File: config.mk
export PLATFORM = sky130hd
export DESIGN_NAME = mc_ctrl
export DESIGN_NICKNAME = d
export VERILOG_FILES = /design/src/rtl/mc_ctrl_pkg.sv /design/src/rtl/mc_decode.sv /design/src/rtl/mc_ctrl.sv
export SDC_FILE = /design/constraint.sdc
export NUM_CORES = 1
export LEC_CHECK = 0
export BUFFER_PORTS_ARGS = -buffer_cell sky130_fd_sc_hd__buf_2
export CORE_ASPECT_RATIO = 0.7
export CORE_MARGIN = 2
export CORE_UTILIZATION = 25
export DETAILED_ROUTE_END_ITERATION = 6
export PLACE_DENSITY_LB_ADDON = 0.15
export SETUP_SLACK_MARGIN = 0.15
export SKIP_CTS_REPAIR_TIMING = 1
export SLEW_MARGIN = 20
export SYNTH_ARGS = -nofsm -noshare
export SYNTH_HDL_FRONTEND = slang
export SYNTH_HIERARCHICAL = 1
export SYNTH_SLANG_ARGS = --single-unit
File: constraint.sdc
create_clock -name clk -period 2.2 [get_ports clk]
set_input_delay 0.11 -clock clk [delete_from_list [all_inputs] [get_ports clk]]
set_output_delay 0.11 -clock clk [all_outputs]
set_load 0.005 [all_outputs]
File: src/rtl/mc_ctrl_pkg.sv
// Shared definitions for the multicycle controller and its datapath:
// state codes, opcode/funct constants and datapath select encodings.
package mc_ctrl_pkg;

    typedef enum logic [2:0] {
        S_FETCH  = 3'd0,
        S_DECODE = 3'd1,
        S_EXEC   = 3'd2,
        S_MEM    = 3'd3,
        S_WB     = 3'd4
    } state_t;

    localparam logic [5:0] OP_RTYPE = 6'b000000;
    localparam logic [5:0] OP_ORI   = 6'b001101;
    localparam logic [5:0] OP_ADDIU = 6'b001001;
    localparam logic [5:0] OP_LUI   = 6'b001111;
    localparam logic [5:0] OP_LW    = 6'b100011;
    localparam logic [5:0] OP_SW    = 6'b101011;
    localparam logic [5:0] OP_BEQ   = 6'b000100;
    localparam logic [5:0] OP_J     = 6'b000010;
    localparam logic [5:0] OP_JAL   = 6'b000011;

    localparam logic [5:0] FN_ADDU  = 6'b100001;
    localparam logic [5:0] FN_SUBU  = 6'b100011;
    localparam logic [5:0] FN_JR    = 6'b001000;

    localparam logic [1:0] DST_RT   = 2'd0;
    localparam logic [1:0] DST_RD   = 2'd1;
    localparam logic [1:0] DST_RA   = 2'd2;

    localparam logic [1:0] WSRC_ALU = 2'd0;
    localparam logic [1:0] WSRC_MEM = 2'd1;
    localparam logic [1:0] WSRC_PC4 = 2'd2;

    localparam logic [2:0] ALU_ADD   = 3'd0;
    localparam logic [2:0] ALU_SUB   = 3'd1;
    localparam logic [2:0] ALU_OR    = 3'd2;
    localparam logic [2:0] ALU_PASSB = 3'd3;

    localparam logic [1:0] PC_PLUS4  = 2'd0;
    localparam logic [1:0] PC_BRANCH = 2'd1;
    localparam logic [1:0] PC_JUMP   = 2'd2;
    localparam logic [1:0] PC_REG    = 2'd3;

    typedef enum logic [3:0] {
        I_ADDU, I_SUBU, I_JR, I_ORI, I_ADDIU, I_LUI,
        I_LW, I_SW, I_BEQ, I_J, I_JAL, I_BAD
    } iclass_t;

    // R-type results go to rd; every other register write targets rt or $31.
    function automatic logic is_rtype(input iclass_t c);
        return (c == I_ADDU) || (c == I_SUBU);
    endfunction

endpackage

File: src/rtl/mc_decode.sv
// Combinational instruction decoder: maps opcode/funct to an instruction
// class and drives the immediate-extender controls in every state.
module mc_decode
    import mc_ctrl_pkg::*;
(
    input  logic [5:0] opcode,
    input  logic [5:0] funct,
    output iclass_t    iclass,
    output logic       ext_sign_src,
    output logic       ext_lui
);

    // NOTE: every always_comb output gets a default first so no path leaves it unassigned (no latch).
    always_comb begin
        iclass = I_BAD;
        case (opcode)
            OP_RTYPE: begin
                case (funct)
                    FN_ADDU: iclass = I_ADDU;
                    FN_SUBU: iclass = I_SUBU;
                    FN_JR:   iclass = I_JR;
                    default: iclass = I_BAD;
                endcase
            end
            OP_ORI:   iclass = I_ORI;
            OP_ADDIU: iclass = I_ADDIU;
            OP_LUI:   iclass = I_LUI;
            OP_LW:    iclass = I_LW;
            OP_SW:    iclass = I_SW;
            OP_BEQ:   iclass = I_BEQ;
            OP_J:     iclass = I_J;
            OP_JAL:   iclass = I_JAL;
            default:  iclass = I_BAD;
        endcase
    end

    assign ext_sign_src = (opcode == OP_ORI);
    assign ext_lui      = (opcode == OP_LUI);

endmodule

File: src/rtl/mc_ctrl.sv
// Multicycle MIPS-subset controller: FETCH/DECODE/EXEC/MEM/WB sequencing,
// memory handshake and datapath write-enable/select generation.
module mc_ctrl
    import mc_ctrl_pkg::*;
#(
    parameter bit MEM_WAIT_EN = 1'b1
) (
    input  logic       clk,
    input  logic       reset,
    input  logic [5:0] opcode,
    input  logic [5:0] funct,
    input  logic       zero,
    output logic       mem_req,
    input  logic       mem_rdy,
    output logic       pc_we,
    output logic       ir_we,
    output logic       rf_we,
    output logic       mem_we,
    output logic [1:0] rf_dst,
    output logic [1:0] rf_wsrc,
    output logic       alu_srcb,
    output logic [2:0] alu_op,
    output logic       ext_sign_src,
    output logic       ext_lui,
    output logic [1:0] pc_src,
    output logic [2:0] state_o
);

    state_t  state;
    state_t  state_nxt;
    iclass_t iclass;
    logic    rdy;

    assign rdy     = MEM_WAIT_EN ? mem_rdy : 1'b1;
    assign state_o = state;

    mc_decode u_decode (
        .opcode       (opcode),
        .funct        (funct),
        .iclass       (iclass),
        .ext_sign_src (ext_sign_src),
        .ext_lui      (ext_lui)
    );

    // NOTE: sequential state uses non-blocking assignment so all flops update together.
    always_ff @(posedge clk) begin
        if (reset) state <= S_FETCH;
        else       state <= state_nxt;
    end

    always_comb begin
        state_nxt = state;
        mem_req   = 1'b0;
        pc_we     = 1'b0;
        ir_we     = 1'b0;
        rf_we     = 1'b0;
        mem_we    = 1'b0;
        rf_dst    = DST_RT;
        rf_wsrc   = WSRC_ALU;
        alu_srcb  = 1'b0;
        alu_op    = ALU_ADD;
        pc_src    = PC_PLUS4;

        case (state)
            S_FETCH: begin
                mem_req = 1'b1;
                if (rdy) begin
                    ir_we     = 1'b1;
                    pc_we     = 1'b1;
                    state_nxt = S_DECODE;
                end
            end
            S_DECODE: state_nxt = S_EXEC;
            S_EXEC: begin
                state_nxt = S_FETCH;
                case (iclass)
                    I_ADDU:  state_nxt = S_WB;
                    I_SUBU: begin
                        alu_op    = ALU_SUB;
                        state_nxt = S_WB;
                    end
                    I_ORI: begin
                        alu_op    = ALU_OR;
                        alu_srcb  = 1'b1;
                        state_nxt = S_WB;
                    end
                    I_ADDIU: begin
                        alu_srcb  = 1'b1;
                        state_nxt = S_WB;
                    end
                    I_LUI: begin
                        alu_op    = ALU_PASSB;
                        alu_srcb  = 1'b1;
                        state_nxt = S_WB;
                    end
                    I_LW, I_SW: begin
                        alu_srcb  = 1'b1;
                        state_nxt = S_MEM;
                    end
                    I_BEQ: begin
                        alu_op = ALU_SUB;
                        pc_we  = zero;
                        pc_src = PC_BRANCH;
                    end
                    I_J: begin
                        pc_we  = 1'b1;
                        pc_src = PC_JUMP;
                    end
                    I_JAL: begin
                        pc_we   = 1'b1;
                        pc_src  = PC_JUMP;
                        rf_we   = 1'b1;
                        rf_dst  = DST_RA;
                        rf_wsrc = WSRC_PC4;
                    end
                    I_JR: begin
                        pc_we  = 1'b1;
                        pc_src = PC_REG;
                    end
                    default: ;
                endcase
            end
            S_MEM: begin
                mem_req = 1'b1;
                if (rdy) begin
                    if (iclass == I_SW) begin
                        mem_we    = 1'b1;
                        state_nxt = S_FETCH;
                    end else begin
                        state_nxt = S_WB;
                    end
                end
            end
            S_WB: begin
                rf_we     = 1'b1;
                rf_dst    = is_rtype(iclass) ? DST_RD : DST_RT;
                rf_wsrc   = (iclass == I_LW) ? WSRC_MEM : WSRC_ALU;
                state_nxt = S_FETCH;
            end
            default: state_nxt = S_FETCH;
        endcase

        // Reset silences the memory port and all writes in the cycle it is held.
        if (reset) begin
            mem_req = 1'b0;
            pc_we   = 1'b0;
            ir_we   = 1'b0;
            rf_we   = 1'b0;
            mem_we  = 1'b0;
        end
    end

endmodule

==> flow_summary.json <==
{
  "yosysSeqAreaShare": 0.0892,
  "drt-total-wl_mm": 2.13,
  "rows": 15,
  "p_per_area_nw_per_um2": 334,
  "ys_seq_elements": 3,
  "p_clk_frac": 0.465,
  "cp-start-kind": "input pin",
  "grt_overflow_total": 0,
  "grt_usage": 0.129,
  "grt_pass1_wl_mm": 3.06,
  "post-route-drc-count": 0,
  "pwr-share-seq": 0.166,
  "switching_share": 0.310,
  "fin_tns_setup_ps": 0,
  "max_clock_freq_mhz": 493,
  "fillCellCount": 279,
  "pwr-share-comb": 0.369,
  "numCtsBuffers": 3,
  "drtIter0Drc": 34,
  "dpl.hpwl_mm": 1.54,
  "hold_viol": 0,
  "dieArea_um2": 3130,
  "clock_skew_ps": 0.931,
  "syn_area_um2": 673,
  "crit_type": "input pin to primary output",
  "drtPass1Iterations": 4,
  "synth_warnings": 6,
  "hold-worst-slack_ps": 251,
  "fin_crit_sh": 0.921,
  "grt_max_degree": 12,
  "syn_inst": 98,
  "area_growth_pct": 57.8,
  "grt_setup_unrepaired": "true",
  "finalCriticalPeriod_ps": 2030,
  "p_leak_nw": 0.467,
  "hold_path.class": "input pin to register",
  "synth_nets": 114,
  "worst-endpoint-required_ps": 2090,
  "cap_violations": 0,
  "grt_pass1_vias": 657,
  "fp.dieH_um": 47.4,
  "intPower_mw": 0.245,
  "largest_register_ffs": 3,
  "avgSynthCellArea_um2": 6.87,
  "htree_levels": 1,
  "finalSetupViolations": 0,
  "endpoint_kind": "primary output",
  "antenna_found_initial": 0,
  "cts-root-buf": "clkbuf_8",
  "cts.sinks": 3,
  "final_common_cell": "buf_2",
  "clk_latency_ps": 220,
  "switchingPower_mw": 0.110,
  "ys_async_sr_fraction": 0,
  "drive_gt1_frac": 0.454,
  "cts.clk_slew.worst_paths_ps": 30,
  "nets": 158,
  "coreArea_um2": 2510,
  "gp_congestion": 0.758,
  "antenna_cells": 0,
  "synth_edf_count": 0,
  "synth_cell_type_count": 40,
  "worstPathArrival_ps": 1920,
  "port_buffers": 34,
  "ant_nets": 0,
  "vias_per_cell": 5.03,
  "die_w_um": 66.0,
  "cts_tree": "yes",
  "io_pins": 36,
  "path_max_fanout": 6,
  "ir_worst_vdd_v": 0.000272,
  "slew_viol_final": 0,
  "status": "finished, final reports clean",
  "wire_per_inst_um": 12.2,
  "cts_max_path_buffers": 2,
  "layout_common_cells": "buf_2 (31), buf_4 (11), nor2_1 (8), nor2b_1 (8), buf_6 (6)",
  "num_vias": 880,
  "start_util": 0.268,
  "synthFlopType": "dfxtp_1"
}
==> stage by stage <==
step	power (mW)	worst slack [ps]	instance area, um^2	cells	util
after floorplan	0.128	256	673	98	-
after global placement	0.170	89.0	887	165	0.353
after detailed placement	0.171	19.5	887	165	0.353
after CTS	0.339	15.6	932	169	0.371
after global routing	0.375	65.9	1060	175	0.422
final	0.355	173	1060	175	0.422
==> critical path: stages <==
cell and delay (ps):
buf_8 100, or4_4 550, a2111oi_4 340, a311oi_4 90, nand2b_1 180, a211o_1 280, a31oi_1 140, buf_2 130
==> synth_stat cells (2+ instances only) <==
master    number  share of area
nor2_1         9          0.050
nor2b_1        9          0.084
nor3_1         7          0.052
nand2_1        5          0.028
nand3_1        5          0.037
a21oi_1        4          0.030
inv_1          4          0.022
nand3b_1       4          0.045
nor4_1         4          0.037
buf_4          3          0.033
dfxtp_1        3          0.089
o211ai_1       3          0.033
a211oi_1       2          0.022
a31oi_1        2          0.019
buf_2          2          0.015
buf_6          2          0.033
clkbuf_1       2          0.011
nand2b_1       2          0.019
or3_1          2          0.019
or3b_2         2          0.026
xnor2_1        2          0.026
xor2_1         2          0.026
==> routing by layer <==
layer  vias up  global-route usage  wire (um)
met5         -                   0          0
met4         0              0.0245         11
met3         2              0.0353        109
met2        20               0.174        929
met1       406               0.201       1080
li1        452                   -          -
==> kinds of logic (layout without fill, tap and decap cells) <==
group	after synthesis	in the layout	synth area share
AND/OR/NAND/NOR	54	54	0.465
flip-flops	3	3	0.0892
other	1	1	0.00557
XOR/XNOR	4	4	0.0521
AO/OA/AOI/OAI	22	22	0.268
buffers and inverters	14	57	0.121
==> area by class of cell <==
class                   instances  area (um^2)  share of cell area
multi-input cells              81          579               0.545
repair buffers                 49          320               0.302
flip-flops and latches          3         60.1              0.0565
clock buffers                   4         45.0              0.0424
well taps                      34         42.5              0.0400
inverters                       4         15.0              0.0141
==> power by group through the flow <==
stage | Clock, mW | Combinational [mW] | Sequential (mW)
floorplan | 0 | 0.0678 | 0.0601
global placement | 0 | 0.110 | 0.0598
detailed placement | 0 | 0.111 | 0.0597
CTS | 0.169 | 0.111 | 0.0590
global route | 0.170 | 0.146 | 0.0592
finish | 0.165 | 0.131 | 0.0590
==> final timing paths <==
path	start	to	slack, ps	cells past startpoint
setup reg to reg	state_o[2]	state_o[2]	690	3
setup / recovery	opcode[1]	pc_we	170	8
hold reg to reg	state_o[0]	state_o[0]	700	4
hold / removal	mem_rdy	state_o[2]	250	2
Power figures use the tool's default switching activity.
